==> config.mk <==
export PLATFORM = sky130hd
export DESIGN_NAME = vga_timing_gen
export DESIGN_NICKNAME = d
export VERILOG_FILES = /design/src/rtl/vga_timing_gen.sv
export SDC_FILE = /design/constraint.sdc
export NUM_CORES = 1
export LEC_CHECK = 0
export CAP_MARGIN = 20
export CORE_ASPECT_RATIO = 1.1
export CORE_MARGIN = 1.5
export CORE_UTILIZATION = 60
export CTS_CLUSTER_DIAMETER = 30
export DETAILED_ROUTE_END_ITERATION = 6
export DONT_BUFFER_PORTS = 1
export PLACE_DENSITY = 0.76
export RECOVER_POWER = 100
export SETUP_SLACK_MARGIN = 0.1
export SLEW_MARGIN = 20
export SYNTH_ARGS = -nofsm -noshare
export SYNTH_HDL_FRONTEND = slang
export SYNTH_SLANG_ARGS = --single-unit
==> constraint.sdc <==
create_clock -name clk -period 2 [get_ports clk]
set_input_delay 0.4 -clock clk [delete_from_list [all_inputs] [get_ports clk]]
set_output_delay 0.4 -clock clk [all_outputs]
set_load 0.01 [all_outputs]
==> src/rtl/vga_timing_gen.sv <==
// ---------------------------------------------------------------------------
// vga_timing_gen
//
// Purpose: raster timing for a VGA-style display. A clock divider produces a
// pixel-rate strobe (pixel_tick). On each pixel advance the column/line
// counters step through the full frame, including the blanking intervals.
// The syncs and the visible-area flag are decoded from the counter values.
//
// Ports:
//   clk          in   system clock; all state changes on its rising edge
//   rst_n        in   asynchronous active-low reset
//   Hcount[9:0]  out  current pixel column, 0 .. H_TOTAL-1
//   Vcount[9:0]  out  current line,         0 .. V_TOTAL-1
//   video_on     out  1 while (Hcount, Vcount) is inside the visible area
//   hsync        out  horizontal sync, active low
//   vsync        out  vertical sync, active low
//   pixel_tick   out  one-clk strobe; the counters advance on the edge that
//                     ends a pixel_tick-high cycle
//   frame_start  out  one-clk pulse in the cycle the counters first show
//                     (0,0) after wrapping from the last pixel of a frame
//
// No handshakes: every output is a free-running registered status signal.
// ---------------------------------------------------------------------------
module vga_timing_gen #(
    parameter int CLK_DIV   = 4,
    parameter int H_VISIBLE = 640,
    parameter int H_FP      = 16,
    parameter int H_SYNC    = 96,
    parameter int H_BP      = 48,
    parameter int V_VISIBLE = 480,
    parameter int V_FP      = 10,
    parameter int V_SYNC    = 2,
    parameter int V_BP      = 33
) (
    input  logic       clk,
    input  logic       rst_n,
    output logic [9:0] Hcount,
    output logic [9:0] Vcount,
    output logic       video_on,
    output logic       hsync,
    output logic       vsync,
    output logic       pixel_tick,
    output logic       frame_start
);

    localparam int H_TOTAL = H_VISIBLE + H_FP + H_SYNC + H_BP;
    localparam int V_TOTAL = V_VISIBLE + V_FP + V_SYNC + V_BP;

    // Divider values 0..15 cover the whole CLK_DIV range 1..16.
    localparam int                DIV_W    = 4;
    localparam logic [DIV_W-1:0]  DIV_LAST = DIV_W'(CLK_DIV - 1);

    localparam logic [9:0] H_LAST     = 10'(H_TOTAL - 1);
    localparam logic [9:0] V_LAST     = 10'(V_TOTAL - 1);
    localparam logic [9:0] H_VIS      = 10'(H_VISIBLE);
    localparam logic [9:0] V_VIS      = 10'(V_VISIBLE);
    localparam logic [9:0] HSYNC_BEG  = 10'(H_VISIBLE + H_FP);
    localparam logic [9:0] HSYNC_END  = 10'(H_VISIBLE + H_FP + H_SYNC);
    localparam logic [9:0] VSYNC_BEG  = 10'(V_VISIBLE + V_FP);
    localparam logic [9:0] VSYNC_END  = 10'(V_VISIBLE + V_FP + V_SYNC);

    logic [DIV_W-1:0] div_q, div_d;
    logic             tick_q, tick_d;
    logic [9:0]       hcount_q, hcount_d;
    logic [9:0]       vcount_q, vcount_d;
    logic             video_on_q, video_on_d;
    logic             hsync_q, hsync_d;
    logic             vsync_q, vsync_d;
    logic             frame_start_q, frame_start_d;

    always_comb begin
        // Divider: 0..CLK_DIV-1, wrapping. With CLK_DIV=1 it stays at 0.
        div_d = (div_q == DIV_LAST) ? '0 : div_q + DIV_W'(1);

        // The strobe is registered, so it is high in exactly the cycle where
        // the divider holds its last value. Out of reset it is 0 even for
        // CLK_DIV=1, and becomes permanently 1 from the first edge on.
        tick_d = (div_d == DIV_LAST);

        hcount_d      = hcount_q;
        vcount_d      = vcount_q;
        frame_start_d = 1'b0;

        // Counters move only on the edge that closes a tick-high cycle.
        if (tick_q) begin
            if (hcount_q == H_LAST) begin
                hcount_d = '0;
                if (vcount_q == V_LAST) begin
                    vcount_d      = '0;
                    frame_start_d = 1'b1;
                end else begin
                    vcount_d = vcount_q + 10'd1;
                end
            end else begin
                hcount_d = hcount_q + 10'd1;
            end
        end

        // Decode from the next counter values so the registered flags line
        // up with the registered counters with no skew.
        video_on_d = (hcount_d < H_VIS) && (vcount_d < V_VIS);
        hsync_d    = !((hcount_d >= HSYNC_BEG) && (hcount_d < HSYNC_END));
        vsync_d    = !((vcount_d >= VSYNC_BEG) && (vcount_d < VSYNC_END));
    end

    always_ff @(posedge clk or negedge rst_n) begin
        if (!rst_n) begin
            div_q         <= '0;
            tick_q        <= 1'b0;
            hcount_q      <= '0;
            vcount_q      <= '0;
            // (0,0) is a visible pixel outside both sync windows.
            video_on_q    <= 1'b1;
            hsync_q       <= 1'b1;
            vsync_q       <= 1'b1;
            frame_start_q <= 1'b0;
        end else begin
            div_q         <= div_d;
            tick_q        <= tick_d;
            hcount_q      <= hcount_d;
            vcount_q      <= vcount_d;
            video_on_q    <= video_on_d;
            hsync_q       <= hsync_d;
            vsync_q       <= vsync_d;
            frame_start_q <= frame_start_d;
        end
    end

    assign Hcount      = hcount_q;
    assign Vcount      = vcount_q;
    assign video_on    = video_on_q;
    assign hsync       = hsync_q;
    assign vsync       = vsync_q;
    assign pixel_tick  = tick_q;
    assign frame_start = frame_start_q;

endmodule

[Yosys cells after proc, flatten, opt, wreduce, memory -nomap -nowiden]
Cells that the tools add are included.
Word-level totals
  input port bits: 2
  flip-flop bits (word level): 29
  output and inout port bits: 25
Operators by class
  $add $sub $neg: 3
  magnitude comparators: 6
  reduce and logical (&&, ||, !) cells: 5
  eq/ne operators: 4
  muxes and demuxes: 9
Operators with widths (count)
  $mux W10: 5
  $add A10 B1 Y10 const B: 2
  $eq A10 B10 Y1 const B: 2
  $lt A10 B10 Y1 const B: 2
  $lt A10 B9 Y1 const B: 2
  $ge A10 B10 Y1 const B: 1
  $ge A10 B9 Y1 const B: 1
  $eq A4 B2 Y1 const B: 2
  $add A4 B1 Y4 const B: 1
  $mux W4: 1
  $logic_and A1 B1 Y1: 3
  $mux W1: 3
  $logic_not A1 Y1: 2

[Logic depth before layout (Yosys ltp)]
  word-level depth: 7
  mapped depth: 8

[Least setup slack after synthesis]
OpenSTA, ideal clock, no wires.
  kind: register -> register
  start point: register hcount_q[0] (netlist: Hcount[0])
  end point: register vsync_q (netlist: vsync)
  arrival: 1.688 ns
  path buffers: 0
  clock period less this slack: 1.782 ns
  path slack: 0.218 ns
  cell stages (with the launch flop): 8
  data required time: 1.907 ns
  path through: dfrtp_1 > ha_1 > and3_1 > and3_4 > nand2_1 > or3_1 > a22oi_1 > nand4b_1
On the way
  longest elaborated chain between the ends: 6
  elaborated cells between the ends (all ways): 7
RTL lines
  start: declaration: RTL line 64  | logic [9:0] hcount_q, hcount_d;
  start signal: assignment: RTL line 120  | hcount_q <= hcount_d;
  $eq A10 B10 Y1 *: RTL line 86  | if (hcount_q == H_LAST) begin
  $mux W10 *: RTL line 86
  $mux W10 *: RTL line 85  | if (tick_q) begin
  $ge A10 B9 Y1 or $lt A10 B9 Y1 (tied branches): RTL line 103  | vsync_d = !((vcount_d >= VSYNC_BEG) && (vcount_d < VSYNC_END));
  $logic_and A1 B1 Y1 *: RTL line 103
  $logic_not A1 Y1 *: RTL line 103
  via vsync_d: RTL line 68  | logic vsync_q, vsync_d;
  end signal: assignment: RTL line 124  | vsync_q <= vsync_d;
  end: declaration: RTL line 68
The timed path passes the listed nets; every way through them passes the cells marked *.

[Final worst setup path]
  start point: register vcount_q[5] (netlist: Vcount[5])
  end point: register vsync_q (netlist: vsync)
On the way
  longest elaborated chain between the ends: 7
  elaborated cells between the ends (all ways): 9
RTL lines
  start: declaration: RTL line 65  | logic [9:0] vcount_q, vcount_d;
  start signal: assignment: RTL line 121  | vcount_q <= vcount_d;
  $add A10 B1 Y10 or $eq A10 B10 Y1 (tied branches): RTL line 92, 88
  $mux W10 *: RTL line 88  | if (vcount_q == V_LAST) begin
  $mux W10 *: RTL line 86
  $mux W10 *: RTL line 85
  via vcount_d[9]: RTL line 65
  $ge A10 B9 Y1 or $lt A10 B9 Y1 (tied branches): RTL line 103
  $logic_and A1 B1 Y1 *: RTL line 103
  $logic_not A1 Y1 *: RTL line 103
  via vsync_d: RTL line 68
Marks and branches as above.

==> key figures <==
Worst hold path
  • Hold depth: 1
  • Hold Path Origin: div_q[0]
  • Hold/Removal Path Class: reg2reg
  • Hold endpoint: div_q[0]

Synthesis
  • Ys Warns: 0
  • Synth top area cells: dfrtp_1 43%, dfstp_2 5.3%, xnor2_1 5.2%
  • Netlist cell types: 42
  • Synth top area share: 43.3%
  • Ys async rst share: 100%
  • Mapped Area: 0.00150 mm2
  • Syn nets: 159
  • Largest area contributor in the netlist: dfrtp_1
  • Synth Flop Type: dfrtp_1
  • Synth Instances: 152
  • EDFF count, synth: 0
  • Part of the Yosys area used for sequential elements: 48.6%
  • Post-synthesis register bit count: 29
  • Most frequent cell after synthesis: dfrtp_1
  • Mapped Avg Cell Area: 9.88 um2
  • Top cells by count, synth: 26 x dfrtp_1, 20 x nand2_1, 11 x nor2_1, 11 x o21ai_0

Setup path
  • Origin of the critical flop-to-flop path: Vcount[5]
  • CP endpoint kind: flop
  • Reg2reg setup slack: 0.1 ns
  • CP Data Required Time: 2.24 ns
  • Critical Path Source Type: flop
  • Critical path class: reg2reg
  • FF-to-FF path depth: 7
  • Crit Path Max Fanout: 6
  • Worst reg2reg path endpoint: vsync
  • Worst path arrival time: 2.14 ns

Routing
  • Post-route ant nets: 0
  • DR WL/cell: 16.0 um
  • First-pass detailed-route iteration total: 4
  • Drt initial violations: 30
  • Vias per Instance: 6.07
  • DRC violations left: 0
  • Post-Route WL: 3.40 mm
  • Via count: 1,293

STA
  • Layout Skew: 0.00859 ns
  • Fmax: 0.526 GHz
  • Final hold vios: 0
  • Hold_ws: 0.498 ns
  • Pins Over Slew Limit: 0
  • Slew HR: 53.3%
  • Post-route setup slack: 0.0980 ns
  • Tcrit/Tclk final: 95.1%
  • Min Tclk post-route: 1.90 ns
  • Least-Margin Pin Slew: 0.701 ns
  • RSZ-0062 raised after global routing: true
  • Fin Setup TNS: 0 ns
  • Setup violations, final: 0

Die
  • Row count: 18
  • Die Y: 55.5 um
  • Core ar.: 0.00230 mm2
  • I/O pin count: 27
  • Initial Util: 65.4%
  • Chip width: 50.7 um
  • Die area: 0.00281 mm2

Global route
  • Remaining global-route overflow: 0
  • Largest net degree at the start of global routing: 30
  • Vias in the first global route: 1,259
  • Gr usage total: 26.1%
  • First-pass GRT wire length: 5.55 mm
  • Initial antenna violation count: 0

Clock network
  • Sinks on Clock Net: 29
  • Cts bufs inserted: 5
  • Root buf cell: clkbuf_4
  • Clk buf depth: 2
  • Latest clock arrival within the worst-skew pair: 0.32 ns
  • CTS tree: yes
  • H-tree Lvls: 2
  • Clk pin slew, worst setup/hold paths: 0.10 ns

Final layout
  • Layout cells sized above 1: 21.3%
  • Cell area after layout: 0.00179 mm2
  • Diodes inserted: 0
  • Area growth, synth to finish: 19.1%
  • Final-layout fill cell count: 164
  • Nets: 189

Placed design
  • Routability congestion estimate: 0.900
  • Placed Area: 0.00166 mm2
  • Hpwl dp: 2.37 mm
  • # port buffers: 0
  • Setup WS pre-CTS: 0.0514 ns

Pwr
  • PwrDens: 563 mW/mm2
  • Leakage power total: 0.714 nW
  • VDD IR-drop max: 0.799 mV

Outcome
  • Outcome: completed

Run
  • Max-Cap Viols: 0
-- critical path, stage by stage (launching register included) --
cell and delay, ns:
dfrtp_1 0.36, clkbuf_1 0.32, nand2_1 0.17, nor4_2 0.36, o21ai_2 0.11, a22o_1 0.28, a21oi_2 0.11, nand4b_1 0.11
-- where the power goes --
group | total [mW] | leakage, nW | internal, mW | switching (mW)
clock | 0.408 | 0.0413 | 0.204 | 0.204
sequential | 0.586 | 0.375 | 0.586 | 0
combinational | 0.0130 | 0.298 | 0.00193 | 0.0111
total | 1.01 | 0.714 | 0.791 | 0.215
-- metal layers --
metal	up-vias	track usage, %	wire length, um	share of wire, %
li1	605	-	-	-
met1	629	30.4	1370	40
met2	53	44.9	1780	52
met3	6	7.84	190	5.6
met4	0	8.88	61	1.8
met5	-	0	0	0
-- logic make-up (layout without fill, tap and decap cells) --
| group | count (synthesis) | in the layout | share of synthesized area [%] |
|---|---|---|---|
| flops | 29 | 29 | 48.6 |
| xor+xnor | 10 | 10 | 5.83 |
| mux | 3 | 3 | 2.08 |
| buf+inv | 11 | 42 | 3.92 |
| compound gates | 28 | 28 | 10.9 |
| simple gates | 66 | 66 | 24.5 |
| fa+ha+maj | 5 | 5 | 4.17 |
-- through the flow --
stage | util (%) | power, mW | cells
finish | 77.8 | 1.01 | 213
global route | 77.8 | 1.03 | 213
CTS | 77.3 | 1.02 | 211
detailed placement | 72.4 | 0.598 | 200
global placement | 72.4 | 0.598 | 200
floorplan | - | 0.598 | 152
-- cell usage in the layout, fill, tap and decap left out, types with 2 or more instances in the layout --
cell | netlist | routed
xnor2_1 | 9 | 9
clkbuf_8 | 1 | 2
mux2i_1 | 2 | 2
dfrtp_1 | 26 | 25
nand4b_1 | 3 | 3
nor3_1 | 5 | 2
or3_1 | 3 | 3
dfstp_1 | 0 | 3
a21oi_1 | 7 | 6
o21ai_0 | 11 | 11
nand4_1 | 5 | 5
inv_1 | 9 | 7
nor2_1 | 11 | 10
nand3_1 | 5 | 4
clkbuf_4 | 0 | 5
and3_4 | 1 | 2
clkbuf_1 | 0 | 13
nor3_2 | 0 | 3
inv_2 | 0 | 2
buf_4 | 0 | 10
ha_1 | 5 | 4
nand2_1 | 20 | 20
-- registers in the layout, indices dropped and copies added, names as in the netlist --
register,cells
hsync,1
Vcount,10
vsync,1
div_q,4
frame_start,1
Hcount,10
video_on,1
pixel_tick,1
-- worst max path at each step --
| stage | slack (ns) | start | cells after the start | to |
|---|---|---|---|---|
| 4_1_cts | 0.11 | Vcount[4] | 6 | vsync |
| 2_1_floorplan | 0.22 | Hcount[0] | 7 | vsync |
| 6_report | 0.1 | Vcount[5] | 7 | vsync |
| 5_1_grt | -0.02 | Vcount[5] | 7 | vsync |
| 3_3_place_gp | 0.1 | Vcount[0] | 7 | video_on |
| 3_5_place_dp | 0.05 | Vcount[0] | 8 | vsync |
-- layout make-up --
type / count / area [um2] / area share, %
sequential: 29 / 731 / 40.9
clock buffer: 7 / 65.1 / 3.64
clock inverter: 1 / 5.00 / 0.280
tap: 30 / 37.5 / 2.10
inverter: 9 / 33.8 / 1.89
multi-input combinational: 112 / 777 / 43.5
timing repair buffer: 25 / 139 / 7.77
-- repair_timing --
item,4_1_cts,5_1_grt
pin swaps,3,3
setup buffers,1,2
resized for setup,2,15
setup endpoints to repair,2,4
hold buffers,2,0
endpoints found under the hold margin,29,0
Power figures use the tool's default switching activity.
==> RTL change 1 (config.mk and constraints unchanged) <==
Reset style: synchronous (`rst_n`), changed in one clocked block. Comments in the files are not updated.
--- a/src/rtl/vga_timing_gen.sv
+++ b/src/rtl/vga_timing_gen.sv
@@ -104,5 +104,5 @@
     end
 
-    always_ff @(posedge clk or negedge rst_n) begin
+    always_ff @(posedge clk) begin
         if (!rst_n) begin
             div_q         <= '0;
Formal check against the unedited RTL: differs if rst_n is asserted again (counterexample within 4 cycles, from zero or initial values and one cycle with rst_n low); with rst_n held inactive, the same outputs for 10 cycles.
==> RTL change 1 against the original RTL <==
- routed wire length up 10%
- sequential cell count unchanged
- final area up 1.8%
- synthesized cell count up 13%
- critical endpoint is now video_on
- non-clock buffer count rose by 2
- highest routed layer unchanged
- largest cell class unchanged
- synthesized area did not move
- utilization rose by 1.4 points
- worst setup slack better by 0.022 ns
Power is not compared: it rests on default switching activity, and its combinational part moved more than twofold at a synthesized area within 25%.
==> RTL change 1: results (changes against the original RTL) <==
metric	value	unit	change
run_status	completed		
max-slew-margin-rel	73.31	%	+20 points
syn-mean-instance-area	8.729	um^2	-12%
synth_flop_cell	dfxtp_1		
synth_top_cells_by_count	dfxtp_1, nand2_1, nor2_1		
diodes	0		unchanged
portBuffers	0		unchanged
ys_types	39		-7.1%
grt_pass1_vias	1256		-0.24%
antenna_found_initial	0		unchanged
dp_worst_setup_slack	0.06093	ns	+0.009508 ns
final_cells	230		+8.0%
cts_made_buffers	5		unchanged
grt.total_usage	26.10	%	+0.042 points
yosysWarnings	0		unchanged
nFillCells	177		+7.9%
p_leak	0.6594	nW	
cp_max_fo	8		+2
gp_congestion	0.8732		-2.9%
clkSlewWorstSetupHoldPaths	0.09	ns	
grt_max_degree	22		-27%
vdd_drop_max	0.7690	mV	
hold_path.class	in2reg		
crit_arrival	2.12	ns	-0.02 ns
routed_via_density	6.157		+1.4%
placed_cells	216		+8.0%
drive_above_1_share	21.00	%	-0.31 points
ys_seq_area_share	38.67	%	-9.9 points
yosys-top-cells-area	dfxtp_1, xnor2_1, ha_1		
grt_pass1_wl	5540	um	-0.13%
wl_per_cell	16.34	um	+2.3%
cts-root-buf	clkbuf_4		
drt_pre_antenna_iters	4		unchanged
setup_viol	0		unchanged
skew	0.003814	ns	-0.004779 ns
clock_latency	0.33	ns	
htree_levels	2		unchanged
drtIter0Drc	56		+87%
syn-num-nets	179		+13%
nNetsFinal	206		+9.0%
async_flop_share	0	%	-100 points
dp_hpwl	2494	um	+5.2%
clockBufferDepth	2		unchanged
cts_tree	yes		
-- RTL change 1: cell count changes in the layout (fill, tap and decap cells not counted), sizes merged, moves of 4 or more --
| cell | before | now |
|---|---|---|
| buf | 10 | 14 |
| nor2b | 1 | 6 |
| dfxtp | 0 | 29 |
| a21boi | 1 | 6 |
| dfrtp | 26 | 0 |
| nor2 | 11 | 15 |
| nand2 | 20 | 15 |
| and2 | 2 | 7 |
-- RTL change 1: cells by family (layout without fill, tap and decap cells) --
logic type / count (synthesis) / count (layout) / share of synthesized area, %
xor gates and xnor gates: 14 / 14 / 8.166
and+or+nand+nor: 77 / 77 / 30.75
muxes: 1 / 1 / 0.6667
AOI/OAI and AO/OA: 33 / 33 / 14.08
buffers and inverters: 13 / 41 / 3.499
DFF: 29 / 29 / 38.67
adders and majority gates: 5 / 5 / 4.167
-- RTL change 1: area by class of cell --
type                            count  share of cell area (%)
Tap cell                           30                   2.062
Inverter                            6                   1.237
Clock buffer                        7                   3.024
Multi-Input combinational cell    130                   50.52
Clock inverter                      1                   1.649
Timing Repair Buffer               27                   9.141
Sequential cell                    29                   32.37
-- RTL change 1: final timing paths --
path	start	to	slack, ns	cells after the start
min reg2reg	div_q[2]	div_q[2]	0.52	2
max reg2reg	Vcount[1]	video_on	0.12	8
min	rst_n	video_on	0.15	1
max	Vcount[1]	video_on	0.12	8
-- RTL change 1: what timing repair did --
action / 4_1_cts / 5_1_grt
buffers inserted: 0 / 6
pin swaps: 1 / 5
setup endpoints to repair: 5 / 7
gates resized for setup: 2 / 12
-- RTL change 1: report_power, final --
group          switching [mW]  internal (mW)
logic                  0.0169         0.0146
clock network           0.209          0.298
registers             0.00853          0.582
total                   0.235          0.895
-- RTL change 1: worst max-delay path, stage by stage (launching register included) --
cell,delay [ns]
dfxtp_4,0.39
inv_1,0.06
ha_1,0.15
nand4_1,0.15
nor4_4,0.34
clkbuf_4,0.22
nand2b_4,0.14
o31ai_2,0.08
o31ai_1,0.25
-- RTL change 1: per-layer routing --
layer / track usage, % / routed length (um) / up-vias
met3: 10.00 / 316 / 15
met1: 29.48 / 1492 / 644
met2: 43.23 / 1838 / 81
met4: 11.20 / 111 / 0
li1: - / - / 676
met5: 0 / 0 / -
-- RTL change 1: metrics by stage --
step                      util [%]  instance area [um^2]
after floorplan                  -                  1526
after CTS                    77.40                  1778
final                        79.25                  1821
after detailed placement     73.26                  1683
after global routing         79.25                  1821
after global placement       73.26                  1683
==> RTL change 2 (same flow settings) <==
Made on the original files. The localparam `DIV_W` goes from 4 to 5.
--- a/src/rtl/vga_timing_gen.sv
+++ b/src/rtl/vga_timing_gen.sv
@@ -48,5 +48,5 @@
 
     // Divider values 0..15 cover the whole CLK_DIV range 1..16.
-    localparam int                DIV_W    = 4;
+    localparam int                DIV_W    = 5;
     localparam logic [DIV_W-1:0]  DIV_LAST = DIV_W'(CLK_DIV - 1);
 
Check against the original RTL: no difference found for any inputs over 10 cycles, from zero or initial values and one cycle with rst_n low; that may be too few to reach the edited logic, so the function may still have changed.
==> RTL change 2 against the original RTL <==
- non-clock buffer count increased by 1
- power fell by 0.72%
- final area increased by 4.8%
- routed wire length increased by 8.7%
- count of clock-buffer cells in the layout did not move
- clock power fell by 7.1%
- synthesized cell count grew 5.3%
- global-route usage increased by 1.3 points
- worst setup slack improved by 0.056 ns
- via count is 5.9% higher
- sequential cell count is 1 higher
- synthesized area rose by 9.3%
- critical endpoint is now video_on
==> RTL change 2: results (changes against the original RTL) <==
metric	value	unit	change
run_status	completed		
routed_via_density	6.251		+3.0%
antenna_found_initial	0		unchanged
cp_max_fo	5		-1
htree_levels	2		unchanged
synth_top_cells_by_count	dfrtp_1, nand2_1, nor2_1		
clkSlewWorstSetupHoldPaths	0.10	ns	about the same
grt_pass1_vias	1359		+7.9%
max_slew.worst_pin.slew	0.7440	ns	+0.04285 ns
max_stage_delay	0.37	ns	
regToRegEndpoint	video_on		
grt.total_usage	27.40	%	+1.3 points
dp_hpwl	2590	um	+9.2%
ys_types	46		+9.5%
grt_util_met2	43.75	%	-1.2 points
holdPathStages	1		unchanged
hold_path.class	reg2reg		
ys_seq_area_share	45.96	%	-2.6 points
yosys-top-cells-area	dfrtp_1, dfstp_2, xnor2_1		
drive_above_1_share	17.55	%	-3.8 points
grt_use_met1	34.20	%	+3.8 points
grt_pass1_wl	6072	um	+9.5%
vdd_drop_max	0.5246	mV	-34%
whs_endpoint	div_q[0]		
path_delay_family	compound AO/OA/AOI/OAI gates		
skew	0.009455	ns	+0.0008617 ns
grt_use_met3	9.021	%	+1.2 points
nNetsFinal	194		+2.6%
wl	3699	um	+8.7%
portBuffers	0		unchanged
grt_max_degree	31		+3.3%
nFillCells	188		+15%
gp_congestion	0.8735		-2.9%
syn-num-nets	167		+5.0%
cts_made_buffers	5		unchanged
p_leak	0.7913	nW	+11%
async_flop_share	100.0	%	unchanged
hold_ws	0.4912	ns	-0.006359 ns
rrSetupSlack	0.15	ns	+0.06 ns
rr_startpoint	Hcount[1]		
drtIter0Drc	45		+50%
crit_arrival	2.08	ns	-0.06 ns
clock_latency	0.32	ns	about the same
## RTL change 2: changes by cell type in the layout (fill, tap and decap cells not counted), sizes merged, moves of 2 or more
cell    unedited run  this run
xor2               1         3
buf               10        12
nand3              5         8
nand2             20        13
nor2              11        13
and2               2         4
a21o               0         2
a21oi              7         4
o31a               0         2
nor4b              0         2
nand4b             3         6
inv                9         6
nand2b             0         2
or3                4         2
## RTL change 2: worst max path at each step
stage / from / to / depth (start not counted)
final: Hcount[1] / video_on / 7
after global routing: Hcount[0] / video_on / 8
after CTS: Hcount[1] / video_on / 7
after detailed placement: Hcount[1] / video_on / 8
after global placement: Hcount[0] / video_on / 8
after floorplan: Hcount[7] / video_on / 7
## RTL change 2: timing repair
item	in CTS	in global routing
gates resized for setup	1	6
buffers inserted	0	3
pin swaps	0	1
setup endpoints to repair	1	3
hold buffers	2	0
endpoints found under the hold margin	30	0
## RTL change 2: area by class of cell
class	instances	share of cell area, %
Inverter	6	1.202
Multi-Input combinational cell	118	44.99
Clock inverter	1	0.2670
Tap cell	31	2.069
Sequential cell	30	40.32
Clock buffer	7	2.937
Timing Repair Buffer	26	8.211
## RTL change 2: cells by family (layout without fill, tap and decap cells)
logic type | after synthesis | in the layout | share of synthesized area [%]
muxes | 2 | 2 | 1.220
xor gates and xnor gates | 13 | 13 | 7.851
AOI/OAI and AO/OA | 29 | 29 | 11.05
adders and majority gates | 5 | 5 | 3.811
buffers and inverters | 12 | 40 | 3.125
DFF | 30 | 30 | 45.96
and+or+nand+nor | 69 | 69 | 26.98
## RTL change 2: through the flow
step	std cells	power (mW)	setup slack, ns	cell area [um^2]	util, %
detailed placement	206	0.6183	0.1302	1814	71.32
CTS	216	1.014	0.1016	1908	75.01
global route	219	1.046	0.05216	1874	73.68
floorplan	160	0.6183	0.1176	1647	-
global placement	206	0.6183	0.2336	1814	71.32
finish	219	0.9992	0.1540	1874	73.68
## RTL change 2: routing by layer
metal	routed length (um)	part of all wire, %
met2	1849	50
met5	0	0
met4	70	1.9
met1	1556	42
met3	221	6.0
## RTL change 2: where the power goes
group          leakage [nW]  switching [mW]  internal [mW]
registers             0.389               0          0.606
logic                 0.367          0.0118        0.00194
clock network        0.0353           0.209          0.170
total                 0.791           0.221          0.778
